$ cat src/rtl/seg_scan_pkg.sv
// rtl/seg_scan_pkg.sv - strobe level helpers, one-hot decode and cyclic digit search for seg_scan_mux
package seg_scan_pkg;

    localparam int MAX_DIGITS = 16;

    function automatic logic an_off(input bit active_low);
        return active_low;
    endfunction

    function automatic logic an_on(input bit active_low);
        return !active_low;
    endfunction

    function automatic logic [MAX_DIGITS-1:0] onehot(input logic [3:0] idx);
        logic [MAX_DIGITS-1:0] v;
        v = '0;
        v[idx] = 1'b1;
        return v;
    endfunction

    // Walks downwards so the last hit kept is the nearest enabled index after idx;
    // idx itself is considered last, and returned unchanged when nothing is enabled.
    function automatic logic [3:0] next_enabled(input logic [MAX_DIGITS-1:0] en,
                                                input logic [3:0] idx,
                                                input int n);
        logic [3:0] r;
        int cand;
        r = idx;
        for (int step = MAX_DIGITS; step >= 1; step--) begin
            if (step <= n) begin
                cand = (int'(idx) + step) % n;
                if (en[4'(cand)]) r = 4'(cand);
            end
        end
        return r;
    endfunction

    function automatic int sel_width(input int n);
        return (n <= 2) ? 1 : $clog2(n);
    endfunction

endpackage

$ cat src/rtl/seg_scan_mux_if.sv
// rtl/seg_scan_mux_if.sv - data/strobe bundle between value logic and the digit scanner
interface seg_scan_mux_if
    import seg_scan_pkg::*;
#(
    parameter int NUM_DIGITS = 4,
    parameter int DIGIT_W    = 4
);
    localparam int SEL_W = sel_width(NUM_DIGITS);

    logic [NUM_DIGITS*DIGIT_W-1:0] DIGITS_IN;
    logic                          LOAD;
    logic [NUM_DIGITS-1:0]         DIGIT_EN;
    logic [DIGIT_W-1:0]            CNT;
    logic [NUM_DIGITS-1:0]         AN;
    logic [SEL_W-1:0]              SEL;
    logic                          FRAME_DONE;

    modport master (
        output DIGITS_IN, LOAD, DIGIT_EN,
        input  CNT, AN, SEL, FRAME_DONE
    );

    modport slave (
        input  DIGITS_IN, LOAD, DIGIT_EN,
        output CNT, AN, SEL, FRAME_DONE
    );

endinterface

$ cat src/rtl/seg_prescaler.sv
// rtl/seg_prescaler.sv - digit slot timer producing the slot tick and the blanking window
module seg_prescaler #(
    parameter int PRESCALE = 50000,
    parameter int BLANK    = 2
) (
    input  logic CLK,
    input  logic RST,
    output logic TICK,
    output logic IN_BLANK
);
    localparam int PW = $clog2(PRESCALE);

    logic [PW-1:0] pcnt;
    logic [PW-1:0] pcnt_n;

    // IN_BLANK describes the upcoming cycle so the registered strobes line up with PCNT.
    always_comb begin
        TICK     = (pcnt == PW'(PRESCALE - 1));
        pcnt_n   = TICK ? '0 : pcnt + PW'(1);
        IN_BLANK = (pcnt_n < PW'(BLANK));
    end

    always_ff @(posedge CLK) begin
        if (RST) begin
            pcnt <= '0;
        end else begin
            pcnt <= pcnt_n;
        end
    end

endmodule

$ cat src/rtl/seg_scan_mux.sv
// rtl/seg_scan_mux.sv - N-digit seven-segment scanner; define SEG_SCAN_LZB_EN for leading-zero blanking
module seg_scan_mux
    import seg_scan_pkg::*;
#(
    parameter int NUM_DIGITS    = 4,
    parameter int DIGIT_W       = 4,
    parameter int PRESCALE      = 50000,
    parameter int BLANK         = 2,
    parameter bit AN_ACTIVE_LOW = 1'b1
) (
    input  logic          CLK,
    input  logic          RST,
    seg_scan_mux_if.slave bus
);
    localparam int SEL_W  = sel_width(NUM_DIGITS);
    localparam int DATA_W = NUM_DIGITS * DIGIT_W;

    logic                  tick;
    logic                  in_blank;
    logic [SEL_W-1:0]      idx;
    logic [SEL_W-1:0]      idx_n;
    logic [DATA_W-1:0]     hold;
    logic [DATA_W-1:0]     shadow;
    logic [DATA_W-1:0]     shadow_n;
    logic                  pend;
    logic                  any_en;
    logic                  wrap;
    logic                  lit;
    logic [MAX_DIGITS-1:0] en16;
    logic [NUM_DIGITS-1:0] lz;
    logic [NUM_DIGITS-1:0] oh;
    logic [NUM_DIGITS-1:0] an_n;
`ifdef SEG_SCAN_LZB_EN
    logic                  zero_above;
    logic                  code_zero;
`endif

    seg_prescaler #(
        .PRESCALE (PRESCALE),
        .BLANK    (BLANK)
    ) u_prescaler (
        .CLK      (CLK),
        .RST      (RST),
        .TICK     (tick),
        .IN_BLANK (in_blank)
    );

    always_comb begin
        en16 = '0;
        en16[NUM_DIGITS-1:0] = bus.DIGIT_EN;
        any_en = |bus.DIGIT_EN;
        idx_n  = tick ? SEL_W'(next_enabled(en16, 4'(idx), NUM_DIGITS)) : idx;
        wrap   = tick && any_en && (idx_n <= idx);

        // New data only ever lands on a frame boundary, so a frame is never torn.
        shadow_n = shadow;
        if (wrap && bus.LOAD) begin
            shadow_n = bus.DIGITS_IN;
        end else if (wrap && pend) begin
            shadow_n = hold;
        end

        lz = '0;
`ifdef SEG_SCAN_LZB_EN
        zero_above = 1'b1;
        code_zero  = 1'b0;
        for (int k = NUM_DIGITS - 1; k >= 1; k--) begin
            code_zero = (shadow_n[k*DIGIT_W +: DIGIT_W] == '0);
            lz[k]     = code_zero && zero_above;
            if (bus.DIGIT_EN[k] && !code_zero) zero_above = 1'b0;
        end
`endif

        lit = !in_blank && bus.DIGIT_EN[idx_n] && !lz[idx_n];
        oh  = NUM_DIGITS'(onehot(4'(idx_n)));
        for (int i = 0; i < NUM_DIGITS; i++) begin
            an_n[i] = (lit && oh[i]) ? an_on(AN_ACTIVE_LOW) : an_off(AN_ACTIVE_LOW);
        end
    end

    always_ff @(posedge CLK) begin
        if (RST) begin
            idx            <= '0;
            hold           <= '0;
            shadow         <= '0;
            pend           <= 1'b0;
            bus.CNT        <= '0;
            bus.SEL        <= '0;
            bus.AN         <= {NUM_DIGITS{an_off(AN_ACTIVE_LOW)}};
            bus.FRAME_DONE <= 1'b0;
        end else begin
            idx    <= idx_n;
            shadow <= shadow_n;
            if (bus.LOAD) hold <= bus.DIGITS_IN;
            if (wrap) begin
                pend <= 1'b0;
            end else if (bus.LOAD) begin
                pend <= 1'b1;
            end
            bus.CNT        <= shadow_n[idx_n*DIGIT_W +: DIGIT_W];
            bus.SEL        <= idx_n;
            bus.AN         <= an_n;
            bus.FRAME_DONE <= wrap;
        end
    end

endmodule

$ cat src/flat_wrapper.sv
// flat-port wrapper written by rule: the top's interface ports become plain ports
module seg_scan_mux_flat import seg_scan_pkg::*;
#(
    parameter int NUM_DIGITS    = 4,
    parameter int DIGIT_W       = 4,
    parameter int PRESCALE      = 50000,
    parameter int BLANK         = 2,
    parameter bit AN_ACTIVE_LOW = 1'b1
)
  (CLK, RST, bus_DIGITS_IN, bus_LOAD, bus_DIGIT_EN, bus_CNT, bus_AN, bus_SEL, bus_FRAME_DONE);
  seg_scan_mux_if #(.NUM_DIGITS(NUM_DIGITS), .DIGIT_W(DIGIT_W)) bus_i ();
  input  logic CLK;
  input  logic RST;
  input wire logic [$bits(bus_i.DIGITS_IN)-1:0] bus_DIGITS_IN;
  input wire logic [$bits(bus_i.LOAD)-1:0] bus_LOAD;
  input wire logic [$bits(bus_i.DIGIT_EN)-1:0] bus_DIGIT_EN;
  output wire logic [$bits(bus_i.CNT)-1:0] bus_CNT;
  output wire logic [$bits(bus_i.AN)-1:0] bus_AN;
  output wire logic [$bits(bus_i.SEL)-1:0] bus_SEL;
  output wire logic [$bits(bus_i.FRAME_DONE)-1:0] bus_FRAME_DONE;
  assign bus_i.DIGITS_IN = bus_DIGITS_IN;
  assign bus_i.LOAD = bus_LOAD;
  assign bus_i.DIGIT_EN = bus_DIGIT_EN;
  assign bus_CNT = bus_i.CNT;
  assign bus_AN = bus_i.AN;
  assign bus_SEL = bus_i.SEL;
  assign bus_FRAME_DONE = bus_i.FRAME_DONE;
  seg_scan_mux #(.NUM_DIGITS(NUM_DIGITS), .DIGIT_W(DIGIT_W), .PRESCALE(PRESCALE), .BLANK(BLANK), .AN_ACTIVE_LOW(AN_ACTIVE_LOW)) u_core (.CLK(CLK), .RST(RST), .bus(bus_i));
endmodule
$ cat config.mk
export PLATFORM = sky130hd
export DESIGN_NAME = seg_scan_mux_flat
export DESIGN_NICKNAME = d
export VERILOG_FILES = /design/src/rtl/seg_scan_pkg.sv /design/src/rtl/seg_scan_mux_if.sv /design/src/rtl/seg_prescaler.sv /design/src/rtl/seg_scan_mux.sv /design/src/flat_wrapper.sv
export SDC_FILE = /design/constraint.sdc
export NUM_CORES = 1
export LEC_CHECK = 0
export BUFFER_PORTS_ARGS = -buffer_cell sky130_fd_sc_hd__buf_2
export CORE_MARGIN = 5
export CORE_UTILIZATION = 58
export CTS_CLUSTER_SIZE = 30
export DETAILED_ROUTE_END_ITERATION = 12
export GPL_TIMING_DRIVEN = 0
export PLACE_DENSITY_LB_ADDON = 0.3
export RECOVER_POWER = 100
export SLEW_MARGIN = 40
export SYNTH_ARGS = -nofsm -noshare
export SYNTH_HDL_FRONTEND = slang
export SYNTH_HIERARCHICAL = 1
export SYNTH_SLANG_ARGS = --single-unit
$ cat constraint.sdc
create_clock -name CLK -period 4.8 [get_ports CLK]
set_input_delay 0.72 -clock CLK [delete_from_list [all_inputs] [get_ports CLK]]
set_output_delay 0.72 -clock CLK [all_outputs]
set_load 0.01 [all_outputs]
=== Yosys cells after proc, flatten, opt, wreduce, memory -nomap -nowiden ===
Index checks and enable logic that the tools add are counted.
Widths: inputs -> output; s select.

* Add/sub/neg operators: 5
* $lt $le $gt $ge: 9
* Eq/ne operators: 1
* Shifts and indexed selects: 1
* Multiplexer cells: 30
* Bitwise logic cells: 4
* Reduce and logical (&&, ||, !) cells: 19

{| class="wikitable"
|+ Operators with widths
! operator !! count
|-
| $mux 16 || 3
|-
| $lt 3x6->1 const B || 4
|-
| $add 16x1->16 const B || 1
|-
| $eq 16x16->1 const B || 1
|-
| $lt 16x2->1 const B || 1
|-
| $shiftx 16x5->4 || 1
|-
| $mux 1 || 15
|-
| $bmux 1 s3 || 4
|-
| $logic_and 1x1->1 || 11
|-
| $mux 2 || 5
|-
| $reduce_or 2->1 || 5
|-
| $lt 2x5->1 const B || 1
|-
| $add 2x1->2 const B || 2
|-
| $add 2x2->2 const B || 2
|-
| $and 1x1->1 const A || 4
|-
| $bmux 1 s2 || 2
|-
| $reduce_or 4->1 || 1
|-
| $lt 2x3->1 const B || 1
|-
| $demux 1 s2 || 1
|-
| $ge 2x1->1 const B || 1
|-
| $le 2x2->1 || 1
|-
| $logic_not 1->1 || 2
|}

* Flip-flop bits (word level): 60
* Bits of input ports: 23
* Output and inout bits: 11
* Word-level logic and storage cells: 77

=== Logic depth before layout (Yosys ltp) ===
Gate-level depths: netlist (run 1).

* Word-level depth: 17
* Depth in mapped cells: 17

=== Cells and area by module ===
Netlist (run 1), hierarchy kept.

{| class="wikitable"
|+ By module, submodules not included
! module !! instances !! cells an instance !! area each (sq um) !! sequential area each (sq um)
|-
| seg_scan_mux || 1 || 244 || 2,192.1 || 880.8
|-
| seg_prescaler || 1 || 108 || 917.1 || 320.3
|}

=== Least setup slack after synthesis (run 1) ===
OpenSTA, ideal clock, no wires.

* Path type: reg2reg
* Start: register u_core.u_prescaler.pcnt[5]
* End: register u_core.bus.CNT[0]
* Setup time: 0.135 ns
* Arrival time: 3.296 ns
* Setup slack: 1.369 ns
* Cell stages (with the launch flop): 17
* Buffers on the path: 2
* Cells stage by stage: dfxtp_1 buf_2 nor4_1 nand3_1 nor2_1 o21ai_0 a2bb2oi_1 a21bo_2 inv_2 buf_6 ha_1 nor2b_4 o21a_1 or3_4 and2_2 o211ai_1 a41oi_1

* Longest elaborated chain between the ends: 8
* Elaborated cells between the ends (all ways): 10
* Those cells by class: order compare: 1; eq/ne: 1; shift: 1; mux: 3; reduce/logical: 4

{| class="wikitable"
|+ Ends and longest elaborated chain
! what !! RTL line !! text
|-
| from (decl) || seg_prescaler.sv:13 || <nowiki>logic [PW-1:0] pcnt;</nowiki>
|-
| from (signal assigned) || seg_prescaler.sv:27 || <nowiki>pcnt <= pcnt_n;</nowiki>
|-
| $eq 16x16->1 (*) || seg_prescaler.sv:18 || <nowiki>TICK = (pcnt == PW'(PRESCALE - 1));</nowiki>
|-
| via u_core.tick || seg_scan_mux.sv:18 || <nowiki>logic tick;</nowiki>
|-
| $mux 2 (*) || seg_scan_mux.sv:52 || <nowiki>idx_n = tick ? SEL_W'(next_enabled(en16, 4'(idx), NUM_DIGITS)) : idx;</nowiki>
|-
| via u_core.idx_n[1] || seg_scan_mux.sv:21 || <nowiki>logic [SEL_W-1:0] idx_n;</nowiki>
|-
| $le 2x2->1 || seg_scan_mux.sv:53 || <nowiki>wrap = tick && any_en && (idx_n <= idx);</nowiki>
|-
| $logic_and 1x1->1 || seg_scan_mux.sv:53 ||
|-
| $logic_and 1x1->1 || seg_scan_mux.sv:59 || <nowiki>end else if (wrap && pend) begin</nowiki>
|-
| $mux 16 || seg_scan_mux.sv:59 ||
|-
| $mux 16 || seg_scan_mux.sv:57 || <nowiki>if (wrap && bus.LOAD) begin</nowiki>
|-
| $shiftx 16x5->4 (*) || seg_scan_mux.sv:100 || <nowiki>bus.CNT <= shadow_n[idx_n*DIGIT_W +: DIGIT_W];</nowiki>
|-
| to (signal assigned) || seg_scan_mux.sv:100 ||
|-
| to (decl) || seg_scan_mux_if.sv:25 || <nowiki>output CNT, AN, SEL, FRAME_DONE</nowiki>
|}

Mark *: on every way through the listed nets, which the timed path passes. The rest lies on a longest branch.
A chain may end at the register's enable or synchronous reset.

=== Worst setup path in the final report (run 1) ===
* Start: register u_core.u_prescaler.pcnt[5]
* End: register u_core.bus.CNT[3]

The elaborated chain is that of the path after synthesis.

==> results of run 1 <==
## registers in the layout, indices dropped and copies added (netlist names)
register                 count
u_core/hold                 16
u_core/shadow               16
u_core/u_prescaler/pcnt     16
u_core/bus.AN                4
u_core/bus.CNT               4
u_core/idx                   2
u_core/bus.FRAME_DONE        1
u_core/pend                  1
## path summary, 6_finish.rpt
check	startpoint	endpoint	slack, ns	cells after the start
worst max-delay path	u_core/u_prescaler/pcnt[5]$_SDFF_PP0_	u_core/bus.CNT[3]$_SDFF_PP0_	0.49	17
worst min-delay path	u_core/hold[5]$_SDFFE_PP0P_	u_core/hold[5]$_SDFFE_PP0P_	0.48	2
worst max register to register	u_core/u_prescaler/pcnt[5]$_SDFF_PP0_	u_core/bus.CNT[3]$_SDFF_PP0_	0.49	17
worst min register to register	u_core/hold[5]$_SDFFE_PP0P_	u_core/hold[5]$_SDFFE_PP0P_	0.48	2
## per-layer routing
metal	global-route usage, %	share of wire, %	vias up
li1	-	-	1363
met1	29.09	46	1274
met2	34.55	46	103
met3	5.050	6.2	15
met4	11.14	2.0	0
met5	0	0	-
## cells in the mapped netlist (all sizes together) (2+ instances only)
cell type  number  area share, %
o21a            2           0.48
inv             6           0.72
xnor2          11            3.1
nand4           7            1.4
nand3b          2           0.48
nand2          22            2.9
nor2b          14            3.1
o211ai         13            3.3
dfxtp          60             39
ha              4            1.6
nor3            8            1.3
a2bb2oi         2           0.56
clkbuf         13            2.3
o2bb2ai         2           0.56
a21oi          16            2.6
and3            3           0.76
a41oi          12            3.4
nor2           40            5.4
and2           11            2.3
o21ai          20            3.5
xor2            5            1.4
a32o            3           0.97
a22oi           4            1.1
mux2i           5            1.6
o21ba           3           0.97
nand2b         13            2.6
buf            12            2.9
nor4            3           0.80
nand3          19            3.5
## where the power goes
group / switching, uW / leakage, uW / total (uW) / internal, uW
logic: 42.9 / 0.000654 / 69.9 / 27.0
registers: 6.56 / 0.000488 / 516 / 509
clock network: 185 / 0.0000893 / 396 / 211
## worst reg2reg max path: stages (launching register included)
cell and delay, ns:
dfxtp_1 0.29, clkbuf_1 0.19, nor4_1 0.39, nand3_1 0.20, nor2_1 0.47, o21ai_0 0.17
a2bb2oi_1 0.17, a21bo_1 0.25, inv_1 0.10, buf_6 0.15, ha_1 0.24, nor2b_1 0.15
o21ai_2 0.43, nand2_4 0.15, buf_4 0.21, o211ai_1 0.27, nand3_1 0.14, a41oi_1 0.23
## cells by family after synthesis
group                      Yosys count  share of synthesized area, %
muxes                                6                         1.972
and+or+nand+nor                    147                         25.92
AOI/OAI and AO/OA                   88                         21.45
xor gates and xnor gates            16                         4.507
adders and majority gates            4                         1.610
DFF                                 60                         38.63
buffers and inverters               31                         5.915
## final cells by class
| type | count | area share (%) |
|---|---|---|
| plain buffers | 25 | 4.207 |
| repair buffers | 33 | 4.279 |
| flip-flops and latches | 60 | 34.52 |
| clock inverters | 2 | 0.2877 |
| clock buffers | 13 | 4.567 |
| multi-input cells | 261 | 48.98 |
| well taps | 70 | 2.517 |
| inverters | 6 | 0.6472 |
## through the flow
stage / power (uW) / std cells / cell area [um^2]
detailed placement: 596.6 / 455 / 3362
floorplan: 566.8 / 352 / 3109
global placement: 594.6 / 455 / 3362
global route: 1022 / 470 / 3480
finish: 981.1 / 470 / 3480
CTS: 988.8 / 470 / 3531
==> results.toml, run 1 <==
[finish]
synthToLayoutAreaGrowth_pct = 11.91
nNetsFinal = 423
post-route-util_pct = 67.27
drive_above_1_share_pct = 16.25
nFillCells = 430
multi_input_comb_area_um2 = 1704
mostFrequentLayoutCell = "dfxtp_1"
antenna_cells_inserted = 0
most-common-layout-cells = "dfxtp_1, nor2_1, clkbuf_1, buf_2, nand2_1"
seq_area_um2 = 1201

[floorplan]
core_um2 = 5172
die_area_um2 = 6925
die_w_um = 83.22
die_h_um = 83.22
rows = 26
start_util_pct = 60.11
io_pins = 34

[power]
ir_drop_mv = 0.1667
power.density_nw_per_um2 = 282.0
p_leak_uw = 0.001231

[timing]
rsz0062_at_grt = "false"
max_freq_mhz = 231.9
hold_violations = 0
setup_slack_ns = 0.4872
min_period_ns = 4.313
drv_slew = 0
slew_headroom_pct = 61.33
timing.final.crit_share_pct = 89.85
skew_ns = 0.005148
worstMarginPinSlew_ns = 0.5801
worst_hold_slack_ns = 0.4777
tns_ns = 0
finalSetupViolCount = 0

[clocking]
postCtsSetupBuffers = 0
cts_tree = "built"
root_buffer = "clkbuf_8"
htreeDepth = 3
clk_path_buf_depth = 2
cts_inserted_buffers = 9
insertion_delay_ns = 0.34
cts_resized = 0
clock-sinks = 60
cts_hold_buf = 0
clkTransAtPathRegs_ns = 0.06

[routing]
route.detailed.drc = 0
wl_per_cell_um = 15.86
vias_per_cell = 5.862
drt-total-wl_mm = 7.456
first_iter_violations = 156
vias = 2755
antenna_left = 0
drtPass1Iterations = 4

[synth]
synth_flop_cell = "dfxtp_1"
synth_edf_count = 0
syn-mean-instance-area_um2 = 8.833
ys_warn_count = 6
netlist_instances = 352
syn_area_um2 = 3109
synth_fp_nets = 379
ys_seq_area_share_pct = 38.63
synthArstFlopShare_pct = 0
ys_types = 63
synth_seq_cells = 60

[grt]
grt_start_max_net_pins = 13
grt_pass1_vias = 2650
grt_overflow = 0
grt_usage_pct = 22.31
grt_pass1_wl_mm = 12.46
antenna_found_initial = 0

[worst_setup_path]
critPathKind = "reg -> reg"
crit_slowest_cell = "nor2_1"
end_kind = "flop"
startpoint_type = "flop"
crit_top_cell = "nand3_1"
critPathMaxStageDelay_ns = 0.47
crit_required_ns = 5.04
cp.arrival_ns = 4.55
worstPathMaxFanout = 10
path_cells = "clkbuf_1 -> nor4_1 -> nand3_1 -> nor2_1 -> o21ai_0 -> a2bb2oi_1 -> a21bo_1 -> inv_1 -> buf_6 -> ha_1 -> nor2b_1 -> o21ai_2 -> nand2_4 -> buf_4 -> o211ai_1 -> nand3_1 -> a41oi_1"
crit_buf_inv = 4
cp_top_family = "compound AO/OA/AOI/OAI gates"

[status]
status = "complete, no violations"

[placed_design]
place_ws_ns = 0.6663
gp_congestion = 0.9250
portBuffers = 33
dp_hpwl_mm = 5.224

[min_path]
min_path_type = "reg -> reg"

[job]
max_cap_violations = 0
(Power assumes the default switching activity.)
==> inputs of run 2 (changes only) <==
Settings changed: CORE_UTILIZATION 58 to 53, GPL_TIMING_DRIVEN 0 to unset.
Clock period 4.8 ns to 3.8 ns, I/O delays scaled along.
==> results.toml, run 2 (synthesized netlist as in run 1, its figures left out) <==
[clocking]
clock-sinks = 60
cts_tree = "built"
cts_resized = 0
insertion_delay_ns = 0.34
clk_path_buf_depth = 2
cts_hold_buf = 0
root_buffer = "clkbuf_8"
clkTransAtPathRegs_ns = 0.07
cts_inserted_buffers = 9
postCtsSetupBuffers = 0
htreeDepth = 3

[timing]
setup_slack_ns = 0.2686
rsz0062_at_grt = "false"
drv_slew = 0
max_freq_mhz = 283.2
skew_ns = 0.009780
tns_ns = 0
slew_headroom_pct = 9.621
hold_violations = 0
worst_hold_slack_ns = 0.4760
worstMarginPinSlew_ns = 1.356
finalSetupViolCount = 0
min_period_ns = 3.531
timing.final.crit_share_pct = 92.93

[worst_setup_path]
critPathKind = "reg -> reg"
startpoint_type = "flop"
crit_required_ns = 3.99
end_kind = "flop"
r2r.worst_path.cells = 14
worstPathMaxFanout = 7
cp.arrival_ns = 3.73

[finish]
antenna_cells_inserted = 0
synthToLayoutAreaGrowth_pct = 12.11
mostFrequentLayoutCell = "dfxtp_1"
most-common-layout-cells = "dfxtp_1, nor2_1, nand2_1, buf_2, nand3_1"
largest_registers = "u_core/hold: 16 flops, u_core/shadow: 16 flops, u_core/u_prescaler/pcnt: 16 flops"
nNetsFinal = 409
drive_above_1_share_pct = 18.09

[placed_design]
portBuffers = 33
dp_hpwl_mm = 4.931
place_ws_ns = 0.1462
gp_congestion = 0.8551

[power]
power.density_nw_per_um2 = 391.4
ir_drop_mv = 0.2700
p_leak_uw = 0.001232

[floorplan]
start_util_pct = 55.44
rows = 27
io_pins = 34
die_area_um2 = 7498
die_h_um = 86.59
core_um2 = 5608
die_w_um = 86.59

[grt]
grt_start_max_net_pins = 49
grt_pass1_wl_mm = 12.34
grt_pass1_vias = 2552
top_usage_layer = "met2"
grt_overflow = 0
antenna_found_initial = 0
use_met1_pct = 29.09
grtUsageMet3_pct = 4.563
grt_usage_pct = 20.43
met2_usage_pct = 30.18

[min_path]
whs_path_depth = 2
min_path_type = "reg -> reg"

[routing]
vias = 2747
drt-total-wl_mm = 7.349
antenna_left = 0
first_iter_violations = 274
route.detailed.drc = 0
wl_per_cell_um = 16.01
vias_per_cell = 5.985
drtPass1Iterations = 5

[job]
max_cap_violations = 0

[status]
status = "complete, no violations"
run 2: changes by cell type in the layout (fill, tap and decap cells not counted), moves of 2 or more:
cell,before,now
bufinv_16,0,2
buf_4,4,9
clkbuf_2,2,0
buf_6,3,0
nor2_1,38,35
clkbuf_1,28,16
nor2_2,1,4
buf_2,22,20
clkbuf_8,12,10
run 2: final cells by class:
| cell class | instances | area [um^2] |
|---|---|---|
| Tap cell | 72 | 90.09 |
| Fill cell | 516 | 2122 |
| Clock inverter | 5 | 75.07 |
| Clock buffer | 11 | 141.4 |
| Timing Repair Buffer | 44 | 224.0 |
| Inverter | 6 | 22.52 |
| Multi-Input combinational cell | 261 | 1732 |
| Sequential cell | 60 | 1201 |
run 2: worst max-delay path: stages (launching register included):
cell	delay [ns]
dfxtp_1	0.43
ha_1	0.27
nand3_1	0.20
nor2_2	0.31
o21ai_0	0.14
a2bb2oi_1	0.15
a21bo_2	0.24
inv_2	0.05
ha_1	0.23
nor2b_4	0.14
o21a_1	0.25
or3_4	0.43
and2_2	0.21
o211ai_1	0.20
a41oi_1	0.13
run 2: power breakdown:
part	switching, uW	internal, uW	leakage [uW]	total (uW)
Combinational	48.9	31.9	0.000632	80.8
Clock	247	384	0.000113	631
Sequential	10.1	643	0.000488	653
run 2: routing by layer:
metal,routed length (um),up-vias
li1,-,1321
met1,3408,1318
met2,3436,100
met3,435,8
met4,69,0
met5,0,-
run 2: path summary, 6_finish.rpt:
path                                               from                      endpoint  slack (ns)
setup reg to reg  u_core/u_prescaler/pcnt[0]$_SDFF_PP0_  u_core/bus.CNT[0]$_SDFF_PP0_        0.27
hold reg to reg             u_core/hold[2]$_SDFFE_PP0P_   u_core/hold[2]$_SDFFE_PP0P_        0.48
setup / recovery  u_core/u_prescaler/pcnt[0]$_SDFF_PP0_  u_core/bus.CNT[0]$_SDFF_PP0_        0.27
hold / removal              u_core/hold[2]$_SDFFE_PP0P_   u_core/hold[2]$_SDFFE_PP0P_        0.48
run 2: per-stage QoR:
step | power, uW | util [%] | area [um^2] | instances
2_1_floorplan | 716.0 | - | 3109 | 352
3_5_place_dp | 746.3 | 58.59 | 3286 | 443
4_1_cts | 1371 | 62.45 | 3502 | 459
6_report | 1364 | 62.16 | 3486 | 459
5_1_grt | 1418 | 62.16 | 3486 | 459
3_3_place_gp | 744.2 | 58.59 | 3286 | 443
